--- src/rtl/alarm_controller.sv ---
// Alarm controller: holds the alarm time, detects the rising edge of the time
// match and runs the idle/armed/ringing/snooze state machine driving the buzzer.
module alarm_controller #(
  parameter int SNOOZE_MIN = 5,
  parameter int RING_MAX   = 10,
  parameter int MAX_SNOOZE = 3
) (
  input  logic       clk_i,
  input  logic       rst_i,
  input  logic [4:0] hour_i,
  input  logic [5:0] min_i,
  input  logic       min_tick_i,
  input  logic [4:0] al_in_hour_i,
  input  logic [5:0] al_in_min_i,
  input  logic       ld_al_i,
  input  logic       arm_i,
  input  logic       snooze_i,
  input  logic       stop_i,
  output logic       buzz_o,
  output logic [1:0] state_o,
  output logic [4:0] al_hour_o,
  output logic [5:0] al_min_o,
  output logic [3:0] snz_left_o
);

  typedef enum logic [1:0] {
    S_IDLE   = 2'b00,
    S_ARMED  = 2'b01,
    S_RING   = 2'b10,
    S_SNOOZE = 2'b11
  } state_e;

  localparam logic [3:0] SnoozeMinW = 4'(SNOOZE_MIN);
  localparam logic [3:0] RingMaxW   = 4'(RING_MAX);
  localparam logic [2:0] MaxSnoozeW = 3'(MAX_SNOOZE);

  state_e     state_q, state_d;
  logic [4:0] al_hour_q, al_hour_d;
  logic [5:0] al_min_q, al_min_d;
  logic [3:0] snz_left_q, snz_left_d;
  logic [3:0] ring_q, ring_d;
  logic [2:0] snz_cnt_q, snz_cnt_d;
  logic       match_prev_q;
  logic       buzz_q;
  logic       match;
  logic       trigger;

  assign match   = (hour_i == al_hour_q) && (min_i == al_min_q);
  assign trigger = match && !match_prev_q;

  // match_prev resets high so that a 00:00 clock right after reset does not ring.
  always_ff @(posedge clk_i or posedge rst_i) begin
    if (rst_i) begin
      state_q      <= S_IDLE;
      al_hour_q    <= '0;
      al_min_q     <= '0;
      snz_left_q   <= '0;
      ring_q       <= '0;
      snz_cnt_q    <= '0;
      match_prev_q <= 1'b1;
      buzz_q       <= 1'b0;
    end else begin
      state_q      <= state_d;
      al_hour_q    <= al_hour_d;
      al_min_q     <= al_min_d;
      snz_left_q   <= snz_left_d;
      ring_q       <= ring_d;
      snz_cnt_q    <= snz_cnt_d;
      match_prev_q <= match;
      buzz_q       <= (state_d == S_RING);
    end
  end

  always_comb begin
    al_hour_d = al_hour_q;
    al_min_d  = al_min_q;
    if (ld_al_i && (al_in_hour_i <= 5'd23) && (al_in_min_i <= 6'd59)) begin
      al_hour_d = al_in_hour_i;
      al_min_d  = al_in_min_i;
    end
  end

  // A SNOOZE refused for lack of remaining snoozes is treated as absent, so a
  // coincident MIN_TICK still advances the ring timer.
  always_comb begin
    state_d    = state_q;
    snz_left_d = snz_left_q;
    ring_d     = ring_q;
    snz_cnt_d  = snz_cnt_q;
    if (!arm_i) begin
      state_d    = S_IDLE;
      snz_left_d = '0;
      ring_d     = '0;
      snz_cnt_d  = '0;
    end else begin
      unique case (state_q)
        S_IDLE: state_d = S_ARMED;
        S_ARMED: begin
          if (trigger) begin
            state_d   = S_RING;
            ring_d    = '0;
            snz_cnt_d = '0;
          end
        end
        S_RING: begin
          if (stop_i) begin
            state_d   = S_ARMED;
            ring_d    = '0;
            snz_cnt_d = '0;
          end else if (snooze_i && (snz_cnt_q < MaxSnoozeW)) begin
            state_d    = S_SNOOZE;
            snz_left_d = SnoozeMinW;
            snz_cnt_d  = snz_cnt_q + 3'd1;
          end else if (min_tick_i) begin
            if ((ring_q + 4'd1) == RingMaxW) begin
              state_d   = S_ARMED;
              ring_d    = '0;
              snz_cnt_d = '0;
            end else begin
              ring_d = ring_q + 4'd1;
            end
          end
        end
        S_SNOOZE: begin
          if (stop_i) begin
            state_d    = S_ARMED;
            snz_left_d = '0;
            snz_cnt_d  = '0;
          end else if (min_tick_i) begin
            if (snz_left_q == 4'd1) begin
              state_d    = S_RING;
              snz_left_d = '0;
              ring_d     = '0;
            end else begin
              snz_left_d = snz_left_q - 4'd1;
            end
          end
        end
        default: state_d = S_IDLE;
      endcase
    end
  end

  assign buzz_o     = buzz_q;
  assign state_o    = state_q;
  assign al_hour_o  = al_hour_q;
  assign al_min_o   = al_min_q;
  assign snz_left_o = snz_left_q;

endmodule

--- config.mk ---
export PLATFORM = sky130hd
export DESIGN_NAME = alarm_controller
export DESIGN_NICKNAME = d
export VERILOG_FILES = /design/src/rtl/alarm_controller.sv
export SDC_FILE = /design/constraint.sdc
export NUM_CORES = 1
export LEC_CHECK = 0
export BUFFER_PORTS_ARGS = -buffer_cell sky130_fd_sc_hd__buf_2
export CAP_MARGIN = 0
export CORE_ASPECT_RATIO = 0.75
export CORE_MARGIN = 4
export CORE_UTILIZATION = 39
export CTS_CLUSTER_DIAMETER = 60
export DETAILED_ROUTE_END_ITERATION = 10
export SYNTH_ARGS = -nofsm -noshare
export SYNTH_HDL_FRONTEND = slang
export SYNTH_SLANG_ARGS = --single-unit
--- constraint.sdc ---
create_clock -name clk_i -period 2.06 [get_ports clk_i]
set_clock_uncertainty 0.05 [all_clocks]
set_input_delay 0.103 -clock clk_i [delete_from_list [all_inputs] [get_ports clk_i]]
set_output_delay 0.103 -clock clk_i [all_outputs]
set_load 0.01 [all_outputs]
==> impl_results.md <==
- First-pass GRT wire length: around 6500 um
- Routed WL per cell: between 10 and 15 um
- Post-Synth XOR/XNOR Area: between 5 and 6%
- Yosys top cell area share: slightly below 40%
- Post-synth EDFFs: 0
- Clk_lat worst skew: approximately 270 ps
- Final Max Tran Viols: 0
- Static leakage: 0.000947 uW
- Synth Area in Compound Gates: 18.7%
- List of most frequent post-synthesis cells: 25 x dfrtp_1, 17 x nand2_1, 11 x nor2_1, 11 x xnor2_1, 10 x mux2_2
- Longest Clk Path Bufs: 2
- Proportion of synthesized area in mux cells: around 7.6%
- Switching power: around 320 uW
- Post-route DRC: 0
- Boundary Pins: 47
- Critical path's largest stage delay: between 400 and 500 ps
- Global Route Usage Sum: between 10% and 20%
- Grt peak-use layer: met2
- Post-CTS Setup Bufs: 0
- Fmax: between 500 and 600 MHz
- Setup Crit Path Kind: reg -> reg
- RSZ-0062 raised after global routing: false
- Cell taking the most area after synthesis: dfrtp_1
- Post-synth top flop: dfrtp_1
- Met2 usage in global routing: 25.6%
- Post-Synthesis Cells: 165
- Number of routed nets with antenna violations: 0
- NumNets Final: between 200 and 300
- Final WL: 3800 um
- Die Y: ~64 um
- Final instance area: about 2000 um2
- Post-layout minimum cycle time: ~2000 ps
- Vias: around 1400
- Fraction of registers with async set/reset: 100%
- Design Power: ~1200 uW
- Die Span X: just over 80 um
- Filler cells: approximately 360
- Status: completed
- Row Count: 19
- Seq/Total Area, Yosys: 40.4%
- Vias in the first global route: ~1500
- Logic pwr share: 19.5%
- Pwr Density: 625 nW/um2
- CP max stage cell: dfrtp_1
- CTS sink cnt: 26
- Crit path cell chain: ha_1 > nand4b_1 > and3_1 > a311o_1 > and2_1
- Die area: between 5000 and 6000 um2
- Initial core utilization: a little over two fifths
- Largest net degree at the start of global routing: 27
- Port Buffers: 46
- Final Hold Viols: 0
- Area growth syn-to-layout: 23.6%
- Layout cells sized above 1: between 30% and 40%
- Worst Path Max Fanout: 8
- Element type at the critical path end: flop
- Hold_buf cts: 1
- Met1 GRT Util: approximately 20%
- CP required: 2180 ps
- Max-cap violations: 0
- N_diodes: 0
- Post-Place Cell Area: between 1500 and 2000 um2
- Fin crit share: approximately 95%
- Clock power share: between 30% and 40%
- Total grt overflow: 0
- Sw frac: around 26%
- Hpwl dp: 3030 um
- Cts bufs inserted: 3
- Clock H-tree levels: 1
- Actual slew at the worst max-slew pin: ~470 ps
- Post-synthesis simple-gate area fraction: 20.5%
- DR iter-0 viols: 113
- Initial antenna violation count: 0
- Reg power frac: between 40 and 50%
- Distinct cells, synth: 48
- Syn Nets: between 150 and 200
- Yosys warns: 0
- Largest family of logic cells by synthesized area: simple AND/OR/NAND/NOR gates
- Most common cell in the netlist: dfrtp_1
- WP data arrival: ~2100 ps
- Synth top area cells: dfrtp_1 39%, mux2_2 7.0%, xnor2_1 6.0%
- Peak supply drop: around 0.42 mV
- Final GP Congestion: around 0.81
- Min-Delay Path Class: in -> reg
- # resized after CTS: 0
- CTS tree: done
- Syn_area_per_cell: between 9 and 10 um2
- Int Power: between 900 and 1000 uW
- Fin Setup TNS: 0 ps
- Core area: 3830 um2
- Root Driver: clkbuf_8
- Worst setup SP type: flop
- Synth Area in Adders: 3.87%
- Netlist Area Pre-Place: 1620 um2
- #FFs+latches synth: 26
- Vias per inst: between 5 and 6
- M3 GR Usage: about 3.9%
- Clock transition at path regs: around 90 ps
- Drt pass-1 iters: 4
- Relative slew slack: ~68%
- Setup violations, final: 0
## layout by cell type, fill, tap and decap left out, types with 2 or more instances in the layout
cell	instances
inv_1	6
nor4_1	3
nand3_1	2
nand2_1	17
nand4_1	3
buf_4	4
o211ai_1	2
nor2b_1	5
xnor2_1	11
o21ai_0	8
a21o_1	3
a21oi_1	6
nor2_1	11
o21a_1	2
o22ai_1	2
a32o_1	2
o22a_1	2
nand2b_1	2
nor3_1	3
dfrtp_1	25
o2bb2ai_1	2
and3_1	2
and2_1	2
a31oi_1	2
mux2_2	10
clkbuf_8	3
ha_1	5
buf_2	46
## kinds of logic after synthesis
family | Yosys count
flops | 26
mux | 11
fa+ha+maj | 5
buf+inv | 11
xor+xnor | 11
simple gates | 59
compound gates | 42
## final timing paths
path	startpoint	end	slack, ps	cells after the start
setup / recovery	ring_q[0]	buzz_o	110	5
hold / removal	al_in_hour_i[0]	al_hour_o[0]	10	2
setup reg to reg	ring_q[0]	buzz_o	110	5
hold reg to reg	al_hour_o[4]	al_hour_o[4]	500	1
max in group asynchronous	rst_i	match_prev_q	1290	4
min in group asynchronous	rst_i	snz_left_o[3]	360	4
## state kept, by name, indices dropped and copies added, names as in the netlist
name,flops
state_o,2
al_hour_o,5
match_prev_q,1
snz_cnt_q,3
buzz_o,1
al_min_o,6
snz_left_o,4
ring_q,4
## stage by stage
stage | instances | setup WS, ps | hold slack (ps) | util [%]
3_5_place_dp | 262 | 132 | 131 | 50.0
3_3_place_gp | 262 | 192 | 128 | 50.0
5_1_grt | 267 | 15.4 | 3.96 | 52.2
6_report | 267 | 109 | 10.6 | 52.2
4_1_cts | 267 | 114 | 3.35 | 52.2
2_1_floorplan | 165 | 290 | 92.3 | -
## layout make-up
type                       instances  area, um2  area share (%)
sequential                        26        652            32.6
clock inverter                     1       30.0            1.50
tap                               52       65.1            3.26
clock buffer                       3       41.3            2.07
inverter                           6       22.5            1.13
multi-input combinational        128        916            45.9
timing repair buffer              51        270            13.5
## power groups by stage
stage	combinational (uW)	clock (uW)	sequential (uW)
after floorplan	131	0	604
after global placement	243	0	587
after detailed placement	246	0	590
after CTS	248	438	581
after global routing	273	456	588
final	244	423	581
## critical path: cells and delay by family, from the launching register on
| family | cells | cell delay [ps] |
|---|---|---|
| AOI/OAI and AO/OA | 1 | 330 |
| adders and majority gates | 1 | 320 |
| DFF | 1 | 480 |
| and+or+nand+nor | 3 | 670 |
## metal layers
layer	wire length [um]	vias to the layer above
met2	1810	45
met4	21	0
met3	233	2
met1	1740	673
li1	-	704
met5	0	-
Note: power is estimated with default switching activity, not from simulation.
